[src/rtl/req_dispatch.sv]
// req_dispatch: latches car and hall calls for a 4-storey car, holds the
// travel direction, and presents the effective stop vector and run mode
// to the downstream elevator state controller.
module req_dispatch #(
  parameter int FLOORS = 4
) (
  input  logic              clk,
  input  logic              rst_n,
  input  logic              switch,
  input  logic [FLOORS-1:0] car_btn,
  input  logic [FLOORS-1:0] up_btn,
  input  logic [FLOORS-1:0] dn_btn,
  input  logic [FLOORS-1:0] position,
  input  logic              opendoor,
  input  logic              mv2nxt,
  output logic [FLOORS-1:0] eff_req,
  output logic [1:0]        ud_mode,
  output logic [FLOORS-1:0] car_req,
  output logic [FLOORS-1:0] up_req,
  output logic [FLOORS-1:0] dn_req
);

  typedef enum logic [1:0] {
    IDLE = 2'b00,
    UP   = 2'b01,
    DOWN = 2'b10
  } dir_t;

  localparam logic [FLOORS-1:0] ONE      = {{(FLOORS-1){1'b0}}, 1'b1};
  // No hall-up button exists at the top floor, no hall-down at the ground.
  localparam logic [FLOORS-1:0] UP_VALID = ~(ONE << (FLOORS-1));
  localparam logic [FLOORS-1:0] DN_VALID = ~ONE;

  dir_t              dir_reg, dir_next;
  logic [FLOORS-1:0] car_req_reg, car_req_next;
  logic [FLOORS-1:0] up_req_reg, up_req_next;
  logic [FLOORS-1:0] dn_req_reg, dn_req_next;

  logic              pos_onehot;
  logic [FLOORS-1:0] all_req;
  logic [FLOORS-1:0] above_mask, below_mask;
  logic              above, below;
  logic              clr_en;
  logic [FLOORS-1:0] clr_car, clr_up, clr_dn;

  assign pos_onehot = (position != '0) && ((position & (position - ONE)) == '0);
  assign all_req    = car_req_reg | up_req_reg | dn_req_reg;

  // Floor gi is "above" the car if any position bit lies below gi, and
  // "below" if any position bit lies above gi. Works bitwise for any position.
  for (genvar gi = 0; gi < FLOORS; gi++) begin : g_masks
    assign above_mask[gi] = |(position & ((ONE << gi) - ONE));
    assign below_mask[gi] = |(position & ~((ONE << (gi + 1)) - ONE));
  end

  assign above = |(all_req & above_mask);
  assign below = |(all_req & below_mask);

  // A call is served only at a one-hot floor with the door open; hall calls
  // only when the car leaves in (or is free to take) their direction.
  assign clr_en  = opendoor && pos_onehot;
  assign clr_car = clr_en ? position : '0;
  assign clr_up  = (clr_en && (dir_reg != DOWN)) ? position : '0;
  assign clr_dn  = (clr_en && (dir_reg != UP))   ? position : '0;

  // State registers: request latches and travel direction.
  always_ff @(posedge clk or negedge rst_n) begin
    if (!rst_n) begin
      car_req_reg <= '0;
      up_req_reg  <= '0;
      dn_req_reg  <= '0;
      dir_reg     <= IDLE;
    end else begin
      car_req_reg <= car_req_next;
      up_req_reg  <= up_req_next;
      dn_req_reg  <= dn_req_next;
      dir_reg     <= dir_next;
    end
  end

  // Next-state: latch presses (clear wins), update direction only when stopped.
  always_comb begin
    car_req_next = (car_req_reg | car_btn) & ~clr_car;
    up_req_next  = (up_req_reg  | up_btn)  & ~clr_up & UP_VALID;
    dn_req_next  = (dn_req_reg  | dn_btn)  & ~clr_dn & DN_VALID;
    dir_next     = dir_reg;
    if (!mv2nxt && pos_onehot) begin
      case (dir_reg)
        IDLE:    dir_next = above ? UP : (below ? DOWN : IDLE);
        UP:      dir_next = above ? UP : (below ? DOWN : IDLE);
        DOWN:    dir_next = below ? DOWN : (above ? UP : IDLE);
        default: dir_next = IDLE;
      endcase
    end
    if (!switch) begin
      car_req_next = '0;
      up_req_next  = '0;
      dn_req_next  = '0;
      dir_next     = IDLE;
    end
  end

  // Effective stops: calls in the travel direction, plus a turnaround stop
  // at the current floor when nothing lies further ahead.
  always_comb begin
    eff_req = all_req;
    case (dir_reg)
      UP:      eff_req = car_req_reg | up_req_reg
                         | (dn_req_reg & position & {FLOORS{~above}});
      DOWN:    eff_req = car_req_reg | dn_req_reg
                         | (up_req_reg & position & {FLOORS{~below}});
      default: eff_req = all_req;
    endcase
  end

  assign ud_mode = dir_reg;
  assign car_req = car_req_reg;
  assign up_req  = up_req_reg;
  assign dn_req  = dn_req_reg;

endmodule

[config.mk]
export PLATFORM = sky130hd
export DESIGN_NAME = req_dispatch
export DESIGN_NICKNAME = d
export VERILOG_FILES = /design/src/rtl/req_dispatch.sv
export SDC_FILE = /design/constraint.sdc
export NUM_CORES = 1
export LEC_CHECK = 0
export ABC_AREA = 1
export CAP_MARGIN = 20
export CORE_AREA = 2 2 50 52
export DETAILED_ROUTE_END_ITERATION = 7
export DIE_AREA = 0 0 52 54
export GPL_TIMING_DRIVEN = 0
export PLACE_DENSITY = 0.8
export SLEW_MARGIN = 20
export SYNTH_ARGS = -nofsm -noshare
export SYNTH_HDL_FRONTEND = slang
export SYNTH_SLANG_ARGS = --single-unit
[constraint.sdc]
create_clock -name clk -period 2.51 [get_ports clk]
set_input_delay 0.502 -clock clk [delete_from_list [all_inputs] [get_ports clk]]
set_output_delay 0.502 -clock clk [all_outputs]
set_load 0.05 [all_outputs]
==> metrics.txt <==
floorplan core area=0.00232 mm²; number of max-slew violations in the final report=0; initial DRC count=21; max-cap violation count=0; slew of the pin with the lowest slew margin=0.555 ns; Largest register FFs=4; number of warnings reported in the yosys synthesis log=0; Initial Utilization=42.2%; data arrival time of the critical path=1.71 ns; hold buffers post-CTS=0; cell leakage power=0.785 nW; via count of the first global-routing pass=939; largest driver fanout on the critical path=4; type of destination of the critical path=primary output; gate count of the mapped netlist=161; Final setup viols=0; clock network latency to the later pin of the worst-skew pair=0.27 ns; Final Critical Period=2.22 ns; RSZ-0062 raised after global routing=no; mapped cell area=980 µm²; power per unit of standard cell area=450 mW/mm²; count of port buffers added during placement=32; Die Wd=52 µm; Max Freq=0.451 GHz; Slew Limit Headroom=62.9%; number of buffers inserted to repair setup after CTS=0; die area=0.00281 mm²; global-route wire length before repair=3990 µm; area overhead of the layout relative to synthesis=38.7%; worst reg-to-reg setup slack=1.15 ns; global route overflow=0; detailed-router iteration count before antenna repair=5; post-route core utilization=58.6%; dpl cells=224; # diodes=0; clock tree from TritonCTS=yes; Total Routed Length=2440 µm; number of synthesized register bits=12; distinct cell type count after synthesis=21; clock sink total=12; category of the critical setup timing path=reg2out; Site Rows=18; Tightest Hold Check Type=in2reg; Post-Place Setup Slack=-0.559 ns; part of the cycle the worst path needs=88.3%; total number of vias=1068; post-synth top area cell=sky130_fd_sc_hd__dfrtp_1; number of remaining DRC errors=0; HPWL after detailed placement=2040 µm; proportion of layout cells with a drive suffix above 1=8.63%; number of buffers between clock root and the deepest sink=2; I/O pin count=39; gp weighted congestion=0.821; vertical die dimension=54 µm; routed wire length per instance=10.7 µm; depth of the worst register-to-register path=8; ANT nets after route=0; proportion of synthesized chip area in sequential cells=30.7%; average cell area after synthesis=6.09 µm²; total clock buffers created by CTS=3; Final #Nets=224; Final Hold Violating Endpoints=0; antenna violations before repair=0; maximum number of pins on one net before global-route repair=13; required time worst endpoint=2.01 ns; cell chosen for the clock root=sky130_fd_sc_hd__clkbuf_4; count of H-tree levels built during CTS=1; CP Launch Type=flip-flop; number of standard cells in the layout, taps in and fillers out=227; total routing usage reported by global routing=19.1%; top cell type's share of synthesized area=30.7%; placement-stage cell area=0.00134 mm²; ratio of routed vias to standard cells=4.70; finished layout cell area=0.00136 mm²; maximum VDD drop=0.000367 V; worst clock skew on the final layout=0.00755 ns; Fillers=228; setup ws final=0.294 ns; cells taking the most area after synthesis=sky130_fd_sc_hd__dfrtp_1, sky130_fd_sc_hd__nand2_1, sky130_fd_sc_hd__inv_1; outcome=finished clean; clock-pin slew reported for the worst setup and hold paths after clock tree synthesis=0.07 ns; worst hold path stage count=4
==> stage by stage <==
stage / hold slack [ns] / setup TNS [ns] / power, W
global route: 0.506 / 0 / 0.000652
global placement: 0.555 / -1.91 / 0.000505
CTS: 0.489 / 0 / 0.000619
finish: 0.502 / 0 / 0.000612
detailed placement: 0.566 / -1.98 / 0.000510
floorplan: 0.206 / 0 / 0.000407
==> where the power goes <==
part / switching, W / internal, W
logic: 0.000178 / 0.0000962
registers: 0.0000186 / 0.000207
clock network: 0.0000566 / 0.0000554
total: 0.000253 / 0.000359
==> cells by family after synthesis <==
family,count (synthesis),synth area share [%]
AO/OA/AOI/OAI,12,7.54
flip-flops,12,30.7
AND/OR/NAND/NOR,97,40.6
other,1,0.383
adder cells (fa/ha/maj),4,5.11
buffers and inverters,35,15.7
==> cell type report <==
class                           count  area [µm²]  area share, %
Multi-Input combinational cell    115         532           39.1
Timing Repair Buffer               32         313           23.0
Sequential cell                    12         300           22.1
Inverter                           31         116           8.56
Buffer                              4        37.5           2.76
Tap cell                           30        37.5           2.76
Clock buffer                        3        22.5           1.66
==> worst max-delay path, cell delays in order (launching register included) <==
cell	delay (ns)
sky130_fd_sc_hd__dfrtp_1	0.42
sky130_fd_sc_hd__nor2_1	0.23
sky130_fd_sc_hd__nand2_1	0.11
sky130_fd_sc_hd__nand2_1	0.11
sky130_fd_sc_hd__nand3_1	0.14
sky130_fd_sc_hd__nor2_1	0.12
sky130_fd_sc_hd__o21ai_1	0.06
sky130_fd_sc_hd__nand2_1	0.07
sky130_fd_sc_hd__buf_4	0.19
==> worst paths after layout <==
| kind | from | to |
|---|---|---|
| max | car_req[1] | eff_req[3] |
| min | position[2] | dn_req[2] |
| max reg2reg | car_req[1] | ud_mode[0] |
| min reg2reg | ud_mode[1] | ud_mode[1] |
| max in group asynchronous | rst_n | ud_mode[1] |
| min in group asynchronous | rst_n | car_req[1] |
==> per-layer routing <==
metal	vias to the layer above	global-route usage, %	share of wire, %
li1	555	-	-
met5	-	0	0
met1	484	24.3	45
met3	2	0.833	4.8
met4	0	7.89	0.41
met2	27	33.8	50
==> cell usage after synthesis <==
library cell,instances
sky130_fd_sc_hd__a21oi_1,1
sky130_fd_sc_hd__o22ai_1,1
sky130_fd_sc_hd__o21ai_1,2
sky130_fd_sc_hd__nand2_4,1
sky130_fd_sc_hd__o211ai_1,4
sky130_fd_sc_hd__nand4_1,2
sky130_fd_sc_hd__nand3_1,9
sky130_fd_sc_hd__or2_1,1
sky130_fd_sc_hd__o21bai_1,1
sky130_fd_sc_hd__dfrtp_1,12
sky130_fd_sc_hd__nand2_1,57
sky130_fd_sc_hd__conb_1,1
sky130_fd_sc_hd__inv_1,30
sky130_fd_sc_hd__ha_1,4
sky130_fd_sc_hd__buf_6,2
sky130_fd_sc_hd__nor2_2,2
sky130_fd_sc_hd__nor2_1,24
sky130_fd_sc_hd__nand2_2,1
sky130_fd_sc_hd__buf_4,2
sky130_fd_sc_hd__inv_2,1
sky130_fd_sc_hd__o21ai_0,3
==> cells in the final DEF, fill, tap and decap left out, drive strengths merged <==
cell	count
o22ai	1
clkbuf	5
or2	1
nand4	2
a21oi	1
o21bai	1
dfrtp	12
o21ai	5
nand3	9
o211ai	4
conb	2
buf	6
clkdlybuf4s50	26
nor2	26
inv	31
dlymetal6s2s	2
nand2	59
ha	4
==> repair_timing <==
action	in CTS	in global routing
setup endpoints to repair	4	4
hold endpoints to repair	0	0
resized for setup	21	5
Note: power is estimated with default switching activity, not from simulation.
